===== src/rtl/lcd_pkg.sv =====
// Shared types and constants for the HD44780-style LCD command sequencer:
// FSM state encoding, command opcodes and the fixed power-up init ROM.
package lcd_pkg;

    typedef enum logic [2:0] {
        PWRUP,
        INIT_LOAD,
        IDLE,
        SETUP,
        PULSE,
        HOLD,
        LONGWAIT
    } lcd_state_t;

    localparam logic [7:0] LCD_CMD_FUNCSET = 8'h38;
    localparam logic [7:0] LCD_CMD_DISPON  = 8'h0C;
    localparam logic [7:0] LCD_CMD_CLEAR   = 8'h01;
    localparam logic [7:0] LCD_CMD_HOME    = 8'h02;
    localparam logic [7:0] LCD_CMD_ENTRY   = 8'h06;

    localparam int INIT_LEN = 4;

    // Element 0 is sent first.
    localparam logic [INIT_LEN-1:0][7:0] INIT_ROM = {
        LCD_CMD_ENTRY, LCD_CMD_CLEAR, LCD_CMD_DISPON, LCD_CMD_FUNCSET
    };

    // Clear and home need extra settle time inside the controller.
    function automatic logic needs_long_wait(input logic rs, input logic [7:0] data);
        return !rs && ((data == LCD_CMD_CLEAR) || (data == LCD_CMD_HOME));
    endfunction

endpackage


===== src/rtl/lcd_tick_timer.sv =====
// Free-running tick timer: counts 0..TICK_CYCLES-1 and raises otick during the
// last count. iclear restarts it so a new phase always begins on a tick boundary.
module lcd_tick_timer #(
    parameter int TICK_CYCLES = 50000
) (
    input  logic iclk,
    input  logic ireset,
    input  logic iclear,
    output logic otick
);

    localparam logic [31:0] LAST_COUNT    = 32'(TICK_CYCLES - 1);
    localparam logic [31:0] PRELAST_COUNT = 32'(TICK_CYCLES - 2);

    logic [31:0] count_q, count_d;
    logic        tick_q, tick_d;

    always_comb begin
        count_d = count_q + 32'd1;
        if (iclear || (count_q == LAST_COUNT)) begin
            count_d = '0;
        end
        // Registered one cycle early so otick lines up with the last count.
        tick_d = !iclear && (count_q == PRELAST_COUNT);
    end

    // NOTE: nonblocking assignments here so every flop samples pre-edge values.
    always_ff @(posedge iclk) begin
        if (ireset) begin
            count_q <= '0;
            tick_q  <= 1'b0;
        end else begin
            count_q <= count_d;
            tick_q  <= tick_d;
        end
    end

    assign otick = tick_q;

endmodule


===== src/rtl/lcd_cmd_sequencer.sv =====
// HD44780-style LCD sequencer: power-up wait, fixed init sequence, then
// upstream bytes over valid/ready, each driven as setup / enable / hold phases.
module lcd_cmd_sequencer
    import lcd_pkg::*;
#(
    parameter int TICK_CYCLES     = 50000,
    parameter int POWERUP_TICKS   = 20,
    parameter int LONG_WAIT_TICKS = 2
) (
    input  logic       iclk,
    input  logic       ireset,
    input  logic       ivalid,
    input  logic       irs,
    input  logic [7:0] idata,
    output logic       ordy,
    output logic       oinit_done,
    output logic [7:0] olcd_data,
    output logic       olcd_rs,
    output logic       olcd_rw,
    output logic       olcd_en,
    output logic       olcd_on
);

    lcd_state_t  state_q, state_d;
    logic [15:0] ticks_q, ticks_d;
    logic [2:0]  idx_q, idx_d;
    logic [7:0]  data_q, data_d;
    logic        rs_q, rs_d;
    logic        en_q, en_d;
    logic        rdy_q, rdy_d;
    logic        done_q, done_d;
    logic        tick;
    logic        timer_clear;
    logic        byte_done;

    assign timer_clear = (state_d != state_q);

    lcd_tick_timer #(
        .TICK_CYCLES(TICK_CYCLES)
    ) u_tick_timer (
        .iclk  (iclk),
        .ireset(ireset),
        .iclear(timer_clear),
        .otick (tick)
    );

    // NOTE: every _d gets its current value first so no path through this block can infer a latch.
    always_comb begin
        state_d   = state_q;
        ticks_d   = ticks_q;
        idx_d     = idx_q;
        data_d    = data_q;
        rs_d      = rs_q;
        done_d    = done_q;
        byte_done = 1'b0;

        unique case (state_q)
            PWRUP: begin
                if (tick) begin
                    if (ticks_q == 16'(POWERUP_TICKS - 1)) begin
                        state_d = INIT_LOAD;
                        ticks_d = '0;
                        idx_d   = '0;
                    end else begin
                        ticks_d = ticks_q + 16'd1;
                    end
                end
            end
            INIT_LOAD: begin
                data_d  = INIT_ROM[idx_q[1:0]];
                rs_d    = 1'b0;
                state_d = SETUP;
            end
            IDLE: begin
                if (ivalid) begin
                    data_d  = idata;
                    rs_d    = irs;
                    state_d = SETUP;
                end
            end
            SETUP: begin
                if (tick) state_d = PULSE;
            end
            PULSE: begin
                if (tick) state_d = HOLD;
            end
            HOLD: begin
                if (tick) begin
                    if (needs_long_wait(rs_q, data_q) && (LONG_WAIT_TICKS > 0)) begin
                        state_d = LONGWAIT;
                        ticks_d = '0;
                    end else begin
                        byte_done = 1'b1;
                    end
                end
            end
            LONGWAIT: begin
                if (tick) begin
                    if (ticks_q == 16'(LONG_WAIT_TICKS - 1)) begin
                        byte_done = 1'b1;
                    end else begin
                        ticks_d = ticks_q + 16'd1;
                    end
                end
            end
            default: state_d = PWRUP;
        endcase

        // A finished byte either advances the init sequence or returns to IDLE.
        if (byte_done) begin
            ticks_d = '0;
            if (!done_q) begin
                idx_d = idx_q + 3'd1;
                if (idx_d < 3'(INIT_LEN)) begin
                    state_d = INIT_LOAD;
                end else begin
                    done_d  = 1'b1;
                    state_d = IDLE;
                end
            end else begin
                state_d = IDLE;
            end
        end

        rdy_d = (state_d == IDLE);
        en_d  = (state_d == PULSE);
    end

    always_ff @(posedge iclk) begin
        if (ireset) begin
            state_q <= PWRUP;
            ticks_q <= '0;
            idx_q   <= '0;
            data_q  <= '0;
            rs_q    <= 1'b0;
            en_q    <= 1'b0;
            rdy_q   <= 1'b0;
            done_q  <= 1'b0;
        end else begin
            state_q <= state_d;
            ticks_q <= ticks_d;
            idx_q   <= idx_d;
            data_q  <= data_d;
            rs_q    <= rs_d;
            en_q    <= en_d;
            rdy_q   <= rdy_d;
            done_q  <= done_d;
        end
    end

    assign ordy       = rdy_q;
    assign oinit_done = done_q;
    assign olcd_data  = data_q;
    assign olcd_rs    = rs_q;
    assign olcd_en    = en_q;
    assign olcd_rw    = 1'b0;
    assign olcd_on    = 1'b1;

endmodule


===== config.mk =====
export PLATFORM = sky130hd
export DESIGN_NAME = lcd_cmd_sequencer
export DESIGN_NICKNAME = d
export VERILOG_FILES = /design/src/rtl/lcd_pkg.sv /design/src/rtl/lcd_tick_timer.sv /design/src/rtl/lcd_cmd_sequencer.sv
export SDC_FILE = /design/constraint.sdc
export NUM_CORES = 1
export LEC_CHECK = 0
export ABC_AREA = 1
export CORE_MARGIN = 3
export CORE_UTILIZATION = 39
export DETAILED_ROUTE_END_ITERATION = 10
export PLACE_DENSITY = 0.62
export SYNTH_ARGS = -nofsm -noshare
export SYNTH_HDL_FRONTEND = slang
export SYNTH_SLANG_ARGS = --single-unit

===== constraint.sdc =====
create_clock -name iclk -period 2.2 [get_ports iclk]
set_clock_uncertainty 0.1 [all_clocks]
set_input_delay 0.55 -clock iclk [delete_from_list [all_inputs] [get_ports iclk]]
set_output_delay 0.55 -clock iclk [all_outputs]
set_load 0.05 [all_outputs]

==> reports/qor.csv <==
metric;value;unit
outcome;completed;
fin_crit_sh;97.7;%
ir_drop;0.318;mV
finalSetupViolations;0;
worst_ep_required_time;1.55;ns
rr_worst_depth;11;
worst_path_largest_cell_delay;0.81;ns
multiInputGateArea;0.00196;mm^2
cp.arrival;1.50;ns
die_w;103;um
cts_sinks;67;
ys_ff_latch;67;
critPathBufInv;1;
drc;0;
cts_buffers;9;
cts_tree;yes;
p_sw_share;21.3;%
gp_congestion;0.836;
p_comb_share;3.9;%
syn_inst;512;
grt_pass1_wl;13200;um
min-delay-start;u_tick_timer.count_q[0]$_SDFF_PP0_;
critical-path-slowest-cell;clkdlybuf4s50_1;
area.growth.synth_to_final;18.6;%
endpoint_kind;output pin;
cts.hold.buffers_added;0;
leakage;1.75;nW
final.fill_count;854;
hold_end;u_tick_timer.count_q[0]$_SDFF_PP0_;
cp_max_fo;3;
rows;34;
fin_area;0.00433;mm^2
synth_area;0.00365;mm^2
final_common_cell;nand2_1;
final_cell_mix;nand2_1, nor2_1, inv_1, dfxtp_1, nand3_1;
syn_area_per_cell;7.12;um^2
core;0.00889;mm^2
clockRootBuffer;clkbuf_8;
port_buffers;23;
cp-start-kind;flip-flop;
synth_edf_count;0;
layout.nets;572;
antenna_found_initial;0;
ff_latch_area;0.00134;mm^2
grtUsageTotal;15.4;%
start_util;41.0;%
max_freq;465;MHz
dieHeight;103;um
viasPerCell;4.77;
power.density;533;mW/mm^2
seqPwrFrac;53.0;%
crit_chain;clkdlybuf4s50_1;
hpwl;5650;um
p_int;0.00182;W
p_sw;0.000491;W
ant_nets;0;
clockBufferDepth;2;
routed_wirelength;7540;um
io_pins;26;
r2r_setup_slack;0.21;ns
r2r-start;state_q[2]$_SDFF_PP0_;
post_cts_buffers;0;
synth_warnings;0;
hold-path-cell-count;1;
crit_family;buffers and inverters;
cap_violations;0;
rsz0062_at_grt;no;
synth_cell_types;34;
hold_path_class;reg -> reg;
rr_endpoint;u_tick_timer.count_q[26]$_SDFF_PP0_;
synth_nets;531;
drive_above_1_share;14.5;%
critPathKind;reg -> out;
firstDrtPassIters;4;
ys.flop_type;dfxtp_1;
slew_viol_final;0;
htreeDepth;3;
clock_latency;0.33;ns
clockPowerShare;43.1;%
period_needed;2.15;ns
drt_iter0_drc;133;
dieArea;0.0105;mm^2
grt_pass1_vias;3039;
placed_area;0.00410;mm^2
clk_pin_slew;0.07;ns
tightest_slew;0.506;ns
antenna_cells;0;
overflow;0;
worst_slew_margin_rel;66.1;%
seq_area_frac_synth;36.8;%
async_flop_share;0;%
power.total;0.00231;W
grt_max_degree;14;
hold_viol;0;
wl_per_cell;11.3;um
vias;3179;
## power by group through the flow
| stage | logic, W | registers, W | clock network (W) |
|---|---|---|---|
| 6_report | 0.0000890 | 0.00122 | 0.000994 |
| 3_5_place_dp | 0.0000898 | 0.00125 | 0 |
| 4_1_cts | 0.0000901 | 0.00122 | 0.00103 |
| 3_3_place_gp | 0.0000897 | 0.00125 | 0 |
| 2_1_floorplan | 0.0000503 | 0.00125 | 0 |
| 5_1_grt | 0.0000970 | 0.00122 | 0.00108 |
## logic make-up after synthesis
kind of cell	share of synthesized area (%)
adders and majority gates	2.40
and+or+nand+nor	35.1
buffers and inverters	10.0
AOI/OAI and AO/OA	7.76
xor gates and xnor gates	7.69
DFF	36.8
other	0.206
## synth_stat cells, types with 8 or more instances
cell type	n	share of area, %
xor2_1	22	5.3
nand3_1	32	4.4
nor2_1	73	7.5
nor4_1	8	1.4
inv_1	69	7.1
o21ai_0	16	2.2
dfxtp_1	67	37
xnor2_1	10	2.4
nand4_1	15	2.6
a21oi_1	19	2.6
nor2_2	22	3.8
nand2_1	82	8.4
nor3_1	20	2.7
## layer usage
metal,global-route usage (%),vias to the layer above,wire length [um]
li1,-,1716,-
met1,19.2,1410,3540
met2,26.6,48,3680
met3,3.32,5,254
met4,4.84,0,67
met5,0,-,0
## flip-flops by register name, summed over array words and instances, names as in the netlist
signal                cells
olcd_rs                   1
olcd_en                   1
ordy                      1
oinit_done                1
state_q                   3
idx_q                     3
u_tick_timer.otick        1
ticks_q                  16
u_tick_timer.count_q     32
olcd_data                 8
## worst max-delay path by stage
stage | from | to | depth (start not counted)
finish | oinit_done$_SDFFE_PP0N_ | oinit_done | 1
global route | olcd_data[6]$_SDFFE_PP0P_ | olcd_data[6] | 1
CTS | olcd_data[0]$_SDFFE_PP0P_ | olcd_data[0] | 1
detailed placement | ivalid | u_tick_timer.count_q[26]$_SDFF_PP0_ | 12
global placement | ivalid | u_tick_timer.count_q[0]$_SDFF_PP0_ | 12
floorplan | olcd_data[0]$_SDFFE_PP0P_ | u_tick_timer.count_q[10]$_SDFF_PP0_ | 11
## stage by stage
step,utilization [%],setup TNS [ns],setup WS [ns],hold WS [ns],cells
after detailed placement,46.2,-2.13,-0.0794,0.369,650
after global placement,46.2,-1.98,-0.0726,0.359,650
after floorplan,-,0,0.145,0.341,512
after CTS,48.3,0,0.00916,0.378,666
final,48.6,0,0.0517,0.380,666
after global routing,48.6,0,0.000960,0.411,666
## what timing repair did
action | 4_1_cts | 5_1_grt
setup endpoints to repair | 1 | 38
hold endpoints to repair | 0 | 0
resized for setup | 1 | 12
## layout make-up
type / instances / area share (%)
clock buffer: 14 / 3.53
multi-input combinational: 358 / 45.3
timing repair buffer: 41 / 9.57
inverter: 76 / 6.60
clock inverter: 2 / 0.810
tap: 108 / 3.12
sequential: 67 / 31.1
No activity file was read; power rests on OpenSTA's default activity.
